### src/rtl/instr_encoder.sv
// Streams MIPS-style instructions into instruction memory starting at 0x3000, one word per cycle.
// Latency 1 cycle accept-to-write; in_ready drops while a pending write is stalled by im_ready=0.
module instr_encoder (
  input  logic        clk,
  input  logic        reset,
  input  logic        start,
  input  logic        in_valid,
  output logic        in_ready,
  input  logic [3:0]  in_op,
  input  logic [4:0]  in_rs,
  input  logic [4:0]  in_rt,
  input  logic [4:0]  in_rd,
  input  logic [15:0] in_imm,
  input  logic [25:0] in_target,
  input  logic        in_last,
  output logic        im_we,
  input  logic        im_ready,
  output logic [31:0] im_addr,
  output logic [31:0] im_wdata,
  output logic        busy,
  output logic        done,
  output logic [10:0] word_count,
  output logic        err_illegal,
  output logic        err_trunc
);

  localparam logic [31:0] ADDR_BASE = 32'h0000_3000;

  typedef enum logic [1:0] {S_IDLE, S_RUN, S_DRAIN, S_DONE} state_t;

  state_t      r_state;
  logic        r_we;
  logic [31:0] r_addr;
  logic [31:0] r_wdata;
  logic [10:0] r_count;
  logic [10:0] r_acc;
  logic        r_err_ill;
  logic        r_err_trunc;
  logic        r_busy;
  logic        r_done;

  logic        w_acc;
  logic        w_cmp;
  logic        w_full;
  logic        w_illegal;
  logic [31:0] w_enc;

  assign in_ready = (r_state == S_RUN) & (~r_we | im_ready);
  assign w_acc    = in_valid & in_ready;
  assign w_cmp    = r_we & im_ready;
  assign w_full   = (r_acc == 11'd1023);

  // Only the fields an opcode actually uses reach the word; everything else is forced.
  always_comb begin
    w_enc     = 32'h0000_0000;
    w_illegal = 1'b0;
    case (in_op)
      4'd0:  w_enc = 32'h0000_0000;
      4'd1:  w_enc = {6'b000000, in_rs, in_rt, in_rd, 5'b00000, 6'b100000};
      4'd2:  w_enc = {6'b000000, in_rs, in_rt, in_rd, 5'b00000, 6'b100010};
      4'd3:  w_enc = {6'b000000, in_rs, 15'b0, 6'b001000};
      4'd4:  w_enc = {6'b001101, in_rs, in_rt, in_imm};
      4'd5:  w_enc = {6'b100011, in_rs, in_rt, in_imm};
      4'd6:  w_enc = {6'b101011, in_rs, in_rt, in_imm};
      4'd7:  w_enc = {6'b000100, in_rs, in_rt, in_imm};
      4'd8:  w_enc = {6'b001111, 5'b00000, in_rt, in_imm};
      4'd9:  w_enc = {6'b000011, in_target};
      4'd10: w_enc = {6'b100000, in_rs, in_rt, in_imm};
      4'd11: w_enc = {6'b101000, in_rs, in_rt, in_imm};
      default: begin
        w_enc     = 32'h0000_0000;
        w_illegal = 1'b1;
      end
    endcase
  end

  always_ff @(posedge clk) begin
    if (!reset) begin
      r_state     <= S_IDLE;
      r_we        <= 1'b0;
      r_addr      <= ADDR_BASE;
      r_wdata     <= 32'h0000_0000;
      r_count     <= 11'd0;
      r_acc       <= 11'd0;
      r_err_ill   <= 1'b0;
      r_err_trunc <= 1'b0;
      r_busy      <= 1'b0;
      r_done      <= 1'b0;
    end else begin
      case (r_state)
        S_IDLE, S_DONE: begin
          if (start) begin
            r_state     <= S_RUN;
            r_addr      <= ADDR_BASE;
            r_count     <= 11'd0;
            r_acc       <= 11'd0;
            r_err_ill   <= 1'b0;
            r_err_trunc <= 1'b0;
            r_busy      <= 1'b1;
            r_done      <= 1'b0;
          end
        end
        S_RUN: begin
          // im_addr tracks the pending word, so it advances only on completion.
          if (w_cmp) begin
            r_addr  <= r_addr + 32'd4;
            r_count <= r_count + 11'd1;
          end
          if (w_acc) begin
            r_wdata <= w_enc;
            r_acc   <= r_acc + 11'd1;
            if (w_illegal) r_err_ill <= 1'b1;
            if (in_last || w_full) begin
              r_state <= S_DRAIN;
              if (!in_last) r_err_trunc <= 1'b1;
            end
          end
          r_we <= w_acc | (r_we & ~im_ready);
        end
        S_DRAIN: begin
          if (w_cmp) begin
            r_addr  <= r_addr + 32'd4;
            r_count <= r_count + 11'd1;
            r_we    <= 1'b0;
            r_state <= S_DONE;
            r_busy  <= 1'b0;
            r_done  <= 1'b1;
          end
        end
        default: r_state <= S_IDLE;
      endcase
    end
  end

  assign im_we       = r_we;
  assign im_addr     = r_addr;
  assign im_wdata    = r_wdata;
  assign busy        = r_busy;
  assign done        = r_done;
  assign word_count  = r_count;
  assign err_illegal = r_err_ill;
  assign err_trunc   = r_err_trunc;

endmodule

### config.mk
export PLATFORM = sky130hd
export DESIGN_NAME = instr_encoder
export DESIGN_NICKNAME = d
export VERILOG_FILES = /design/src/rtl/instr_encoder.sv
export SDC_FILE = /design/constraint.sdc
export NUM_CORES = 1
export LEC_CHECK = 0
export CAP_MARGIN = 20
export CORE_ASPECT_RATIO = 1.25
export CORE_MARGIN = 2
export CORE_UTILIZATION = 40
export DETAILED_ROUTE_END_ITERATION = 10
export PLACE_DENSITY = 0.7
export SLEW_MARGIN = 10
export SYNTH_ARGS = -nofsm -noshare
export SYNTH_HDL_FRONTEND = slang
export SYNTH_SLANG_ARGS = --single-unit
### constraint.sdc
create_clock -name clk -period 3.35 [get_ports clk]
set_input_delay 0.67 -clock clk [delete_from_list [all_inputs] [get_ports clk]]
set_output_delay 0.67 -clock clk [all_outputs]
set_load 0.01 [all_outputs]
Word level (Yosys, flattened, before mapping):

Index checks and enable logic that the tools add are counted.

* bits in registers: 93
* input bits: 67
* output and inout port bits: 81

* $add $sub $neg: 3
* mux-type cells: 28
* equality and inequality tests: 22
* bitwise operators: 8
* reduce and logical (&&, ||, !) cells: 17

Operators with widths (count)
* $pmux 32 s11: 1
* $mux 32: 2
* $pmux 32 s2: 1
* $pmux 11 s2: 2
* $mux 11: 3
* $add 32x3->32 const B: 1
* $add 11x1->11 const B: 2
* $eq 4x3->1 const B: 4
* $eq 4x4->1 const B: 4
* $reduce_or 12->1: 1
* $eq 11x10->1 const B: 1
* $ne 2x2->1 const B: 5
* $pmux 1 s2: 5
* $mux 1: 9
* $eq 4x2->1 const B: 2
* $mux 2: 4
* $reduce_and 4->1: 2
* $pmux 2 s3: 1
* $reduce_and 2->1: 3
* $reduce_and 3->1: 2
* $reduce_bool 2->1: 3
* $reduce_and 5->1: 1
* $and 1x1->1: 4
* $eq 2x2->1 const B: 2
* other kinds (9): 13

Depth between registers and ports, before layout:

* depth after elaboration: 6
* gate-level depth with buffers: 10
* mapped depth without buffers: 7

Worst setup path before layout:

No wires, ideal clock.

* path kind: input-to-reg
* from: input port in_op[2]
* to: register r_wdata[11] (netlist: im_wdata[11])
* stages: 9
* data arrival time: 1.999 ns
* slack: 1.221 ns
* path buffers: 3
* library setup time: 0.130 ns
* required time: 3.220 ns
* cells stage by stage: inv_1 -> ha_1 -> buf_2 -> nor2b_1 -> and2_1 -> buf_2 -> buf_2 -> a222oi_1 -> o21ai_0

* word-level cells in the longest chain between the ends: 2
* elaborated cells between the ends (all ways): 12

RTL lines
* start: declaration: RTL line 9 `input logic [3:0] in_op,`
* $eq 4x4->1 (tied with other cells): RTL line 57 `case (in_op)`
* $pmux 32 s11 (*): RTL line 57
* end signal: assignment: RTL line 110 `r_wdata <= w_enc;`
* end: declaration: RTL line 34 `logic [31:0] r_wdata;`

Every way passes the cells marked *; elsewhere a longest branch is shown, timed or not.
A chain may end at the register's enable or synchronous reset.

Worst setup path after layout:

* from: input port im_ready
* to: output port in_ready

* word-level cells in the longest chain between the ends: 2

RTL lines
* start: declaration: RTL line 17 `input logic im_ready,`
* $or 1x1->1: RTL line 48 `assign in_ready = (r_state == S_RUN) & (~r_we | im_ready);`
* $and 1x1->1: RTL line 48
* end: declaration: RTL line 8 `output logic in_ready,`

No other way between the ends.

==> metrics.cfg <==
[routing]
via_per_inst = 5.34
post_drt_wl_per_cell_um = 15.3
first_iter_violations = 161
routed_wl_um = 12000
antenna_left = 0
first_pass_iters = 5
num_vias = 4194
drc = 0

[synthesis]
synth.most_common_cell = dfxtp_1
ys_warn_count = 0
async_reset_ff_share_pct = 0
synth_edf_count = 0
synth_area_leaders = dfxtp_1, xor2_1, nand2_1
netlist_instances = 515
ys_ff_latch = 90
ys_top_cells_by_count = dfxtp_1, nand2_1, nor2_1
synth-seq-area-share_pct = 41.5
synthesis.area_sq_um = 4340
synth_top_area_share_pct = 41.5
ys_types = 55
yosys.area.top_type = dfxtp_1
avgSynthCellArea_sq_um = 8.43
ys.flop_type = dfxtp_1

[run]
maxCapViolations = 0

[timing]
clock_skew_ns = 0.00701
finalSetupViolCount = 0
period_minus_slack_ns = 2.79
worst_slew_pin_slew_ns = 0.828
hold_viol = 0
post-route-period-util_pct = 83.2
rsz0062_at_grt = no
max_freq_mhz = 359
slew_headroom_pct = 44.8
tns_ns = 0
slew_violations = 0

[clock_network]
post_cts_buffers = 0
cts_resized = 0
clk_pin_slew_worst_paths_ns = 0.06
cts_tree = built
cts_root_buf = clkbuf_16
cts_buffer_depth = 2
clock_latency_ns = 0.34
ctsHoldBuffers = 0
clock_sinks = 90
cts_buffers = 9
htreeDepth = 3

[pwr]
leakage_nw = 2.21
p_int_mw = 2.09
total_power_mw = 2.92
switchingPower_mw = 0.830
combPwrFrac_pct = 23.2
vdd_drop_max_mv = 0.305
p_per_area_nw_per_um2 = 473
clockPowerShare_pct = 37.1
pwr-share-seq_pct = 39.7
netSwitchingFraction_pct = 28.4

[floorplanning]
die_h_um = 120
start_util_pct = 41.1
rows = 42
die_w_um = 97.2
die-area_sq_um = 11700
core_sq_um = 10600
io_pins = 148

[setup_path]
crit_type = in2out
r2r-end = im_addr[31]
crit_fanout = 5
cp.required_ns = 2.68
start_kind = primary input
critPathBufInv = 2
cp_top_family = buffers and inverters
r2r_cells = 8
critPathMaxStageDelay_ns = 0.54
endpoint_kind = primary output
crit_path_cell_trace = clkdlybuf4s50_1 -> nand2b_1 -> and2_1 -> clkdlybuf4s50_1
reg2reg_slack_ns = 0.99
worst_path_max_delay_cell = clkdlybuf4s50_1
arrival_ns = 2.12
critical_path.most_common_cell = clkdlybuf4s50_1
r2r_start = r_state[0]

[place]
gp_congestion = 0.839
portBuffers = 144
dpl.hpwl_um = 8870

[grt]
track_usage_pct = 20.5
grt_overflow_total = 0
grt_pass1_wl_um = 19700
grt_pass1_vias = 4031
grt_max_degree = 32
grt_antenna_before_repair = 0

[min_path]
hp-class = reg2reg
min_path_cells = 2
worstHoldStart = im_wdata[19]
worstHoldEndpoint = im_wdata[19]

[cells_and_area]
area_delta_synth_final_pct = 42.3
multi_input_area_sq_um = 2350
drive_gt1_share_pct = 4.59
layout.nets = 725
n_fill_cell = 955
regArea_sq_um = 1800
antenna_cells = 0

[outcome]
outcome = complete, no violations

## registers in the layout, summed over array words and instances (netlist names)
signal / cells
err_illegal: 1
busy: 1
r_state: 2
err_trunc: 1
im_addr: 30
done: 1
word_count: 11
im_wdata: 31
r_acc: 11
im_we: 1
## logic make-up (layout without fill, tap and decap cells)
group / after synthesis / after routing / share of synthesized area [%]
AOI/OAI and AO/OA: 104 / 104 / 15.6
xor gates and xnor gates: 44 / 44 / 8.88
adders and majority gates: 10 / 10 / 2.88
buffers and inverters: 42 / 178 / 4.53
DFF: 90 / 90 / 41.5
muxes: 1 / 1 / 0.231
other: 1 / 3 / 0.0864
and+or+nand+nor: 223 / 223 / 26.2
## final cells by class
class                           count  area share [%]
Clock buffer                       11            3.93
Clock inverter                      5            1.26
Tap cell                          132            2.67
Multi-Input combinational cell    385            38.0
Timing Repair Buffer              152            24.3
Sequential cell                    90            29.2
Inverter                           10           0.608
## stage by stage
step | setup slack (ns) | cells | hold WS, ns | util [%] | instance area [sq um]
floorplan | 1.22 | 517 | 0.458 | - | 4350
global placement | 0.378 | 769 | 0.435 | 55.4 | 5850
detailed placement | 0.300 | 769 | 0.445 | 55.4 | 5850
CTS | 0.562 | 785 | 0.455 | 58.5 | 6170
global route | 0.359 | 785 | 0.472 | 58.5 | 6170
finish | 0.562 | 785 | 0.448 | 58.5 | 6170
## routing by layer
layer | vias to the layer above | track usage, % | share of wire, %
met5 | - | 0 | 0
met4 | 0 | 9.51 | 3.0
met3 | 26 | 2.49 | 3.7
met2 | 124 | 36.4 | 51
met1 | 1983 | 24.6 | 43
li1 | 2061 | - | -
## worst max path at each step
stage	from	endpoint	slack [ns]	depth (start not counted)
floorplan	in_op[2]	im_wdata[11]	1.22	9
global placement	in_op[2]	im_wdata[14]	0.38	8
detailed placement	in_op[2]	im_wdata[14]	0.30	8
CTS	im_ready	in_ready	0.56	4
global route	in_op[2]	im_wdata[14]	0.36	8
finish	im_ready	in_ready	0.56	4
## worst reg2reg max path, delay by kind of cell (launching register included)
family	cells	cell delay, ns
buffers and inverters	2	0.26
adders and majority gates	1	0.42
and+or+nand+nor	3	0.89
DFF	1	0.39
AOI/OAI and AO/OA	2	0.34
## power by group through the flow
| stage | combinational [mW] | sequential (mW) | clock, mW |
|---|---|---|---|
| 6_report | 0.677 | 1.16 | 1.08 |
| 5_1_grt | 0.755 | 1.17 | 1.14 |
| 4_1_cts | 0.680 | 1.16 | 1.10 |
| 3_5_place_dp | 0.675 | 1.18 | 0 |
| 3_3_place_gp | 0.661 | 1.18 | 0 |
| 2_1_floorplan | 0.398 | 1.20 | 0 |
## layout by cell type (no fill, tap or decap), drive strengths merged, types with 9 or more instances in the layout
| master | netlist | final |
|---|---|---|
| nand3 | 22 | 22 |
| xor2 | 35 | 35 |
| nand2 | 55 | 55 |
| nand4 | 22 | 22 |
| nor2b | 11 | 11 |
| and2 | 20 | 20 |
| clkdlybuf4s50 | 0 | 144 |
| inv | 10 | 10 |
| ha | 10 | 10 |
| dfxtp | 90 | 90 |
| nor2 | 52 | 52 |
| xnor2 | 9 | 9 |
| clkbuf | 13 | 11 |
| a21oi | 17 | 17 |
| a22oi | 22 | 22 |
| o21ai | 39 | 39 |
Note: power is estimated with default switching activity, not from simulation.
